--- src/rtl/issue_arbiter_if.sv ---
// rtl/issue_arbiter_if.sv - queue-head requests, pop strobes and granted-entry output of the issue arbiter
interface issue_arbiter_if #(
   parameter int DATA_WIDTH = 137
);
   logic                  iq_req;
   logic [DATA_WIDTH-1:0] iq_data;
   logic                  iq_pop;
   logic                  lsq_req;
   logic [DATA_WIDTH-1:0] lsq_data;
   logic                  lsq_pop;
   logic [DATA_WIDTH-1:0] out_data;
   logic                  out_valid;
   logic                  out_mem;

   modport master (
      input  iq_req, iq_data, lsq_req, lsq_data,
      output iq_pop, lsq_pop, out_data, out_valid, out_mem
   );

   modport slave (
      output iq_req, iq_data, lsq_req, lsq_data,
      input  iq_pop, lsq_pop, out_data, out_valid, out_mem
   );
endinterface

--- src/rtl/issue_arbiter.sv ---
// rtl/issue_arbiter.sv - age-ordered IQ/LSQ issue arbiter with anti-starvation forcing
module issue_arbiter #(
   parameter int DATA_WIDTH   = 137,
   parameter int ROBINDEX     = 6,
   parameter int STARVE_LIMIT = 4
) (
   input  logic                CLK,
   input  logic                RESET,
   input  logic                FREEZE,
   input  logic                FLUSH,
   input  logic [ROBINDEX-1:0] rob_head,
   issue_arbiter_if.master     arb,
   output logic [31:0]         iq_grants,
   output logic [31:0]         lsq_grants
);
   localparam logic [1:0] ST_AGE       = 2'd0;
   localparam logic [1:0] ST_FORCE_IQ  = 2'd1;
   localparam logic [1:0] ST_FORCE_LSQ = 2'd2;
   localparam logic [2:0] STREAK_MAX   = 3'(STARVE_LIMIT);

   logic [1:0]          state, state_nxt;
   logic [2:0]          streak, streak_nxt, streak_inc;
   logic                owner_lsq, owner_nxt;
   logic [ROBINDEX-1:0] iq_age, lsq_age;
   logic                contested, grant, win_lsq, advance;

   // Distance from the ROB head, modulo the pointer width, orders entries by age.
   assign iq_age    = arb.iq_data[ROBINDEX+31:32] - rob_head;
   assign lsq_age   = arb.lsq_data[ROBINDEX+31:32] - rob_head;
   assign contested = arb.iq_req & arb.lsq_req;
   assign grant     = arb.iq_req | arb.lsq_req;
   assign advance   = RESET & ~FREEZE & ~FLUSH;

   always_comb begin
      win_lsq = 1'b0;
      if (contested) begin
         case (state)
            ST_FORCE_IQ:  win_lsq = 1'b0;
            ST_FORCE_LSQ: win_lsq = 1'b1;
            default:      win_lsq = (lsq_age <= iq_age);
         endcase
      end else begin
         win_lsq = arb.lsq_req;
      end
   end

   assign arb.iq_pop  = advance & grant & ~win_lsq;
   assign arb.lsq_pop = advance & grant & win_lsq;

   assign streak_inc = (win_lsq == owner_lsq) ? streak + 3'd1 : 3'd1;

   // Only contested wins build a streak; reaching the limit hands the next contested slot to the loser.
   always_comb begin
      state_nxt  = state;
      streak_nxt = streak;
      owner_nxt  = owner_lsq;
      if (grant) begin
         state_nxt = ST_AGE;
         if (contested) begin
            owner_nxt = win_lsq;
            if (streak_inc == STREAK_MAX) begin
               state_nxt  = win_lsq ? ST_FORCE_IQ : ST_FORCE_LSQ;
               streak_nxt = 3'd0;
            end else begin
               streak_nxt = streak_inc;
            end
         end else begin
            streak_nxt = 3'd0;
         end
      end
   end

   always_ff @(posedge CLK or negedge RESET) begin
      if (!RESET) begin
         state         <= ST_AGE;
         streak        <= 3'd0;
         owner_lsq     <= 1'b0;
         arb.out_data  <= '0;
         arb.out_valid <= 1'b0;
         arb.out_mem   <= 1'b0;
         iq_grants     <= 32'd0;
         lsq_grants    <= 32'd0;
      end else if (FLUSH) begin
         state         <= ST_AGE;
         streak        <= 3'd0;
         arb.out_valid <= 1'b0;
      end else if (!FREEZE) begin
         state         <= state_nxt;
         streak        <= streak_nxt;
         owner_lsq     <= owner_nxt;
         arb.out_valid <= grant;
         if (grant) begin
            arb.out_data <= win_lsq ? arb.lsq_data : arb.iq_data;
            arb.out_mem  <= win_lsq;
            if (win_lsq)
               lsq_grants <= lsq_grants + 32'd1;
            else
               iq_grants <= iq_grants + 32'd1;
         end
      end
   end
endmodule

--- src/flat_wrapper.sv ---
// flat-port wrapper written by rule: the top's interface ports become plain ports
module issue_arbiter_flat 
#(
   parameter int DATA_WIDTH   = 137,
   parameter int ROBINDEX     = 6,
   parameter int STARVE_LIMIT = 4
)
  (CLK, RESET, FREEZE, FLUSH, rob_head, iq_grants, lsq_grants, arb_iq_req, arb_iq_data, arb_lsq_req, arb_lsq_data, arb_iq_pop, arb_lsq_pop, arb_out_data, arb_out_valid, arb_out_mem);
  issue_arbiter_if #(.DATA_WIDTH(DATA_WIDTH)) arb_i ();
  input  logic CLK;
  input  logic RESET;
  input  logic FREEZE;
  input  logic FLUSH;
  input  logic [ROBINDEX-1:0] rob_head;
  output logic [31:0] iq_grants;
  output logic [31:0] lsq_grants;
  input wire logic [$bits(arb_i.iq_req)-1:0] arb_iq_req;
  input wire logic [$bits(arb_i.iq_data)-1:0] arb_iq_data;
  input wire logic [$bits(arb_i.lsq_req)-1:0] arb_lsq_req;
  input wire logic [$bits(arb_i.lsq_data)-1:0] arb_lsq_data;
  output wire logic [$bits(arb_i.iq_pop)-1:0] arb_iq_pop;
  output wire logic [$bits(arb_i.lsq_pop)-1:0] arb_lsq_pop;
  output wire logic [$bits(arb_i.out_data)-1:0] arb_out_data;
  output wire logic [$bits(arb_i.out_valid)-1:0] arb_out_valid;
  output wire logic [$bits(arb_i.out_mem)-1:0] arb_out_mem;
  assign arb_i.iq_req = arb_iq_req;
  assign arb_i.iq_data = arb_iq_data;
  assign arb_i.lsq_req = arb_lsq_req;
  assign arb_i.lsq_data = arb_lsq_data;
  assign arb_iq_pop = arb_i.iq_pop;
  assign arb_lsq_pop = arb_i.lsq_pop;
  assign arb_out_data = arb_i.out_data;
  assign arb_out_valid = arb_i.out_valid;
  assign arb_out_mem = arb_i.out_mem;
  issue_arbiter #(.DATA_WIDTH(DATA_WIDTH), .ROBINDEX(ROBINDEX), .STARVE_LIMIT(STARVE_LIMIT)) u_core (.CLK(CLK), .RESET(RESET), .FREEZE(FREEZE), .FLUSH(FLUSH), .rob_head(rob_head), .arb(arb_i), .iq_grants(iq_grants), .lsq_grants(lsq_grants));
endmodule
--- config.mk ---
export PLATFORM = sky130hd
export DESIGN_NAME = issue_arbiter_flat
export DESIGN_NICKNAME = d
export VERILOG_FILES = /design/src/rtl/issue_arbiter_if.sv /design/src/rtl/issue_arbiter.sv /design/src/flat_wrapper.sv
export SDC_FILE = /design/constraint.sdc
export NUM_CORES = 1
export LEC_CHECK = 0
export BUFFER_PORTS_ARGS = -buffer_cell sky130_fd_sc_hd__buf_2
export CAP_MARGIN = 20
export CORE_ASPECT_RATIO = 0.9
export CORE_MARGIN = 2
export CORE_UTILIZATION = 25
export CTS_CLUSTER_DIAMETER = 200
export DETAILED_ROUTE_END_ITERATION = 8
export GPL_ROUTABILITY_DRIVEN = 0
export PLACE_DENSITY = 0.61
export SYNTH_ARGS = -nofsm -noshare
export SYNTH_HDL_FRONTEND = slang
export SYNTH_SLANG_ARGS = --single-unit
--- constraint.sdc ---
create_clock -name CLK -period 3.47 [get_ports CLK]
set_clock_uncertainty 0.05 [all_clocks]
set_input_delay 0.1735 -clock CLK [delete_from_list [all_inputs] [get_ports CLK]]
set_output_delay 0.1735 -clock CLK [all_outputs]
set_load 0.1 [all_outputs]
Word level (Yosys, flattened, before mapping)
Index checks and enable logic that the tools add are counted.
- flip-flop bits (word level): 209
- input bits: 286
- logic and storage cells: 52
- $add $sub $neg: 5
- order comparisons: 1
- equality and inequality tests: 5
- mux-type cells: 17
- bitwise gates (word level): 10
- reductions and logical operators: 6
- operators by type and width (cell ; number):
    $mux W137 ; 1
    $add A32 B1 Y32 const B ; 2
    $mux W3 ; 6
    $mux W2 ; 6
    $reduce_and A4 Y1 ; 3
    $sub A6 B6 Y6 ; 2
    $and A1 B1 Y1 ; 6
    $le A6 B6 Y1 ; 1
    $add A3 B1 Y3 const B ; 1
    $eq A3 B3 Y1 const B ; 1
    $mux W1 ; 3
    $not A1 Y1 ; 3
    $reduce_and A3 Y1 ; 1
    $eq A2 B1 Y1 const B ; 1
    $eq A2 B2 Y1 const B ; 1
    $ne A2 B1 Y1 const B ; 1
    $pmux W1 S2 ; 1
    $reduce_and A2 Y1 ; 1
    $reduce_bool A2 Y1 ; 1
    $eq A1 B1 Y1 ; 1
    $or A1 B1 Y1 ; 1

Logic depth before layout (Yosys ltp)
- depth after elaboration: 12
- depth in mapped cells: 17
- gate-level depth less buffers: 15

Least setup slack after synthesis
Ideal clock, no wire load.
- path kind: in2out
- start point: input rob_head[1]
- end point: output arb_lsq_pop
- arrival time: 3.398 ns
- data required time: 3.247 ns
- slack: -0.152 ns
- stages: 16
- path buffers: 2
- cell sequence: inv_1 ha_1 nor2b_1 o21ai_0 nand2b_1 a21o_1 a21oi_1 xnor2_1 ha_1 nand4_1 or3b_1 nand2_1 o31a_1 buf_4 buf_6 and2_1
- word-level cells in the longest chain between the ends: 5
- elaborated cells on any way between the ends: 6
- those cells by class: add/sub: 2; order compare: 1; mux: 2; bitwise: 1
- ends and longest elaborated chain (what ; line ; source):
    start: declaration ; flat_wrapper.sv:14 ; input logic [ROBINDEX-1:0] rob_head;
    $sub A6 B6 Y6, on equally long branches ; issue_arbiter.sv:29, issue_arbiter.sv:28 ;
    $le A6 B6 Y1 (*) ; issue_arbiter.sv:40 ; default: win_lsq = (lsq_age <= iq_age);
    $pmux W1 S2 (*) ; issue_arbiter.sv:37 ; case (state)
    $mux W1 (*) ; issue_arbiter.sv:36 ; if (contested) begin
    $and A1 B1 Y1 (*) ; issue_arbiter.sv:48 ; assign arb.lsq_pop = advance & grant & win_lsq;
    end: declaration ; flat_wrapper.sv:22 ; output wire logic [$bits(arb_i.lsq_pop)-1:0] arb_lsq_pop;
Mark *: on every way between the ends. The rest lies on a longest branch, timed or not.

Worst setup path after layout
- start point: input arb_iq_data[36]
- end point: output arb_lsq_pop
- word-level cells in the longest chain between the ends: 5
- ends and longest elaborated chain (what ; line ; source):
    start: declaration ; flat_wrapper.sv:18 ; input wire logic [$bits(arb_i.iq_data)-1:0] arb_iq_data;
    $sub A6 B6 Y6 ; issue_arbiter.sv:28 ; assign iq_age = arb.iq_data[ROBINDEX+31:32] - rob_head;
    $le A6 B6 Y1 ; issue_arbiter.sv:40 ;
    $pmux W1 S2 ; issue_arbiter.sv:37 ;
    $mux W1 ; issue_arbiter.sv:36 ;
    $and A1 B1 Y1 ; issue_arbiter.sv:48 ;
Every way passes these cells.

==> results.md <==
Drt:
- The routed design has 38670 um of wire.
- For this block, the via count after detailed routing is 10277.
- In this run the remaining antenna-violating nets after routing total 0.
- Wire segments on met2 add up to 18880 um in the final route.
- The first TritonRoute pass finished after 5 iterations.
- The detailed-route DRC error count is 0.
- The amount of wire on met3 after detailed routing is 2829 um.
- The iteration-0 DRC count of the detailed router is around 540.
- Routed signal wires occupy layers up through met5.
- Using the TritonRoute via totals, the vias-per-cell ratio works out to between 4 and 5.
- For this block, wires on met1 add up to ~15000 um.
- In the final routed layout, each cell accounts on average for 17.87 um.

Setup path:
- Broken down by cell family, the worst path's largest delay share belongs to compound AO/OA/AOI/OAI gates.
- The cell with the most instances on the worst path is ha_1.
- The worst setup path is of the primary input to primary output kind.
- The register-to-register setup slack is 0.73 ns.
- The count of cells along the worst register-to-register path is 8.
- In this run the worst path has a maximum fanout of 5.
- In this run the critical register-to-register path is launched from u_core.state[0]$_DFFE_PN0P_.
- The signal on the critical path passes through dlygate4sd3_1, buf_2, ha_1, a21oi_1, xnor2_1, ha_1, nand4_1, o221a_2, o31a_4, and2_2, buf_12.
- The cell with the largest stage delay on the worst path is dlygate4sd3_1.
- STA classifies the critical path endpoint as a primary output.
- The critical path buffer and inverter count is 3.
- For the worst setup path, the data arrival time is roughly 3 ns.
- The destination of the worst register-to-register timing path is u_core.lsq_grants[25]$_DFFE_PN0P_.
- In this design, the stage delay of the slowest critical-path cell is around 0.54 ns.
- The element type at the critical path start is a primary input.
- The data required time at the worst endpoint is roughly 3.3 ns.

GRT:
- The largest net degree at the start of global routing is approximately 140.
- The number of global-route vias before repair is approximately 11000.
- The total overflow left after global routing is 0.
- Global routing consumed, over all layers together, 17.66% of the routing resources.
- The first global-routing pass estimated between 50000 and 60000 um of wire.
- The initial antenna violation count is 9.

Synth:
- The leading register cell type out of synthesis is dfrtp_1.
- The adder-cell area share of the yosys netlist is approximately 2.8%.
- The main combinational cell family by area after synthesis is compound AO/OA/AOI/OAI gates.
- The mapped netlist covers 9879 um2.
- The Yosys step of the flow raised 0 warnings.
- Each instance of the synthesized netlist takes up on average 11.73 um2.
- In this run, synthesis inferred 0 flip-flops with an integrated enable.
- The post-synthesis instance total is 842.
- The synthesized netlist devotes 9.068% of its cell area to simple gates.
- The parity-gate share of the synthesized area counting xor and xnor cells is roughly 6.6%.
- The portion of the post-synthesis area used by sequential elements is 52.94%.
- The net count of the mapped netlist is 1149.
- Measured against the total synthesized area, the mux share comes to less than 1%.
- Of all flip-flops after synthesis, the portion carrying an async set or reset was 100.0%.
- The flop and latch count out of synthesis is 209.
- The compound-gate portion of the synthesized area is 24.66%.
- In this run, distinct cell masters in the synthesized netlist total 43.

Clocking:
- Clock-pin slew was measured on the worst setup and hold paths at 0.06 ns.
- The worst-case clock buffer depth is 3.
- Clock tree synthesis selected as its root buffer the cell clkbuf_16.
- The later pin in the worst-skew pair is clocked with a latency of 0.54 ns.
- The number of clock buffers added by TritonCTS is 26.
- The H-tree depth reported by CTS is 1.
- Clock tree synthesis found a total of between 200 and 250 sinks.
- TritonCTS built the clock tree.

Placed design:
- Port buffering added 490 buffers.
- The HPWL after detailed placement is 24500 um.

Power and ir drop:
- The switching share of total power is 49.74%.
- IR analysis of the VDD net gives a maximum drop of 0.5481 mV.
- Of the total power, registers draw 27.6%.
- In this run the power spent charging and discharging nets is 5.819 mW.
- The cell-internal power is 5.881 mW.
- In this run, the clock network consumes a little under a quarter of the power.
- In this run, the combinational gates consume 49.0% of the power.
- In this run the static leakage power is 9.299 nW.
- Dividing total power by cell area gives a power density of 699.9 nW/um2.

Timing:
- The max-slew violation total from the final report is 0.
- The time the final worst path needs with I/O delays and setup is approximately 3.3 ns.
- The maximum clock rate is 302.3 MHz.
- Setup repair after global routing left no endpoint under its margin.
- The slew of the pin with the lowest slew margin is 0.8532 ns.
- Headroom to the max-slew limit came out at 43.12%.
- The number of failing setup endpoints in the final timing report is 0.
- The tightest hold path in the finished design has a slack of 0.02265 ns.
- The final-report hold violation count is 0.
- The post-route clock period utilization is 95.33%.

Final layout:
- In the final design database the tool counted 1917 nets.
- The fraction of layout instances using a drive strength above 1 is a little over a third.
- The final design utilization is 42.65%.
- The area growth from synthesis to layout is 69.21%.
- The final-layout fill cell count is roughly 3600.

Die:
- The die width is 213.5 um.
- Once the floorplan was initialized, standard cells occupied 25.21% of the core.
- The die covers 41130 um2.
- The number of placed I/O pins is approximately 500.
- After floorplanning, the core was sized to cover slightly below 40000 um2.
- The vertical die dimension is between 150 and 200 um.
- The floorplan has 69 rows.

Hold path:
- In this run the worst hold path is classified as primary input to asynchronous set/reset pin.

Outcome:
- The flow ran to the end, and the final reports show no timing, DRC or antenna violations.

Job:
- The count of max-cap constraint violations is 0.
==> power by group through the flow <==
stage / Sequential, mW / Clock (mW) / Combinational (mW)
after floorplan: 6.55 / 0 / 0.994
after global placement: 3.23 / 0 / 5.39
after detailed placement: 3.22 / 0 / 5.43
after CTS: 3.21 / 2.81 / 5.68
after global routing: 3.28 / 2.92 / 5.93
final: 3.23 / 2.74 / 5.73
==> cells in the mapped netlist (all sizes together), types with 2 or more instances <==
cell	number	share of area [%]
nand4	19	1.2
o21ai	6	0.30
inv	16	0.61
buf	36	2.2
a32o	2	0.20
nand2b	3	0.19
nor4	3	0.19
xnor2	40	3.5
clkbuf	21	0.80
a21oi	9	0.46
nor3b	3	0.23
and2	5	0.32
nor2	25	0.95
nand2	28	1.1
a21o	142	11
nand3	29	1.5
and4	10	0.89
dfrtp	209	53
and3	15	0.95
fa	2	0.41
a22o	136	12
nor4b	5	0.76
xor2	35	3.1
ha	19	2.4
nor3	9	0.51
mux2	2	0.23
==> worst register-to-register path, cell delays in order (launching register included) <==
cell and delay, ns:
dfrtp_1 0.35, inv_1 0.05, ha_1 0.32, nor2_1 0.08, a2111oi_2 0.62, and4_1 0.39
nand3_1 0.22, nor4_1 0.39, xor2_1 0.20
==> cell usage in the layout, fill, tap and decap left out, types with 2 or more instances in the layout <==
cell             n
and4_1          10
buf_4           24
nor4_1           3
clkbuf_16       27
clkbuf_1         8
dfrtp_1        209
clkbuf_8         4
and2_1           4
xnor2_1         40
mux2_2           2
xor2_1          35
o21ai_0          3
a21oi_1          8
inv_1           16
and3_1          14
a22o_1         136
bufinv_16        2
nand3_1         29
dlygate4sd3_1  277
diode_2          5
buf_2          487
nor2_1          24
clkinv_2         2
a21o_1         142
nand2_1         27
nor3b_1          3
nor4b_2          5
a32o_1           2
nand4_1         19
nand2b_1         3
buf_12           8
ha_1            19
fa_1             2
nor3_1           8
==> logic make-up (layout without fill, tap and decap cells) <==
logic type                 count (synthesis)  in the layout
other                                      0              5
adders and majority gates                 21             21
muxes                                      2              2
buffers and inverters                     73            858
and+or+nand+nor                          159            159
xor gates and xnor gates                  75             75
DFF                                      209            209
AOI/OAI and AO/OA                        303            303
==> layout make-up <==
type / instances / area [um2] / area share [%]
timing repair buffer: 797 / 5565 / 33.29
sequential: 209 / 5230 / 31.29
multi-input combinational: 560 / 4335 / 25.93
clock buffer: 39 / 760.7 / 4.551
tap: 532 / 665.6 / 3.982
clock inverter: 6 / 87.58 / 0.5239
inverter: 16 / 60.06 / 0.3593
antenna: 5 / 12.51 / 0.07484
==> routing by layer <==
metal  global-route usage, %  vias to the layer above
met5                       0                        -
met4                   8.974                        8
met3                   4.687                      144
met2                   29.00                      476
met1                   21.33                     4992
li1                        -                     4657
==> sequential cells by signal, indices dropped and copies added (netlist names) <==
signal,cells
u_core.lsq_grants,32
u_core.iq_grants,32
u_core.state,2
u_core.arb.out_mem,1
u_core.owner_lsq,1
u_core.streak,3
u_core.arb.out_valid,1
u_core.arb.out_data,137
==> metrics by stage <==
stage	cells	power [mW]	setup TNS, ns	setup WS (ns)	instance area, um2
after floorplan	842	7.548	0	0.1338	9882
after global routing	2164	12.13	0	0.01648	16720
after global placement	1836	8.618	-5.497	-0.07098	13050
after CTS	2158	11.71	0	0.02460	16670
after detailed placement	1836	8.656	-10.73	-0.1177	13050
final	2164	11.70	0	0.1621	16720
==> worst max-delay path by stage <==
stage / from / to / cells past startpoint
after floorplan: rob_head[1] / arb_lsq_pop / 16
after global placement: arb_iq_data[32] / u_core.arb.out_data[1]$_DFFE_PN0P_ / 16
after detailed placement: arb_iq_data[32] / u_core.arb.out_data[133]$_DFFE_PN0P_ / 16
after CTS: arb_iq_data[36] / arb_iq_pop / 13
after global routing: arb_iq_data[32] / arb_lsq_pop / 15
final: arb_iq_data[36] / arb_lsq_pop / 11
==> what timing repair did <==
action	CTS	global route
hold endpoints to repair	347	0
hold buffers	277	0
setup buffers	0	1
setup endpoints to repair	0	2
gates resized for setup	0	7
Power figures use the tool's default switching activity.
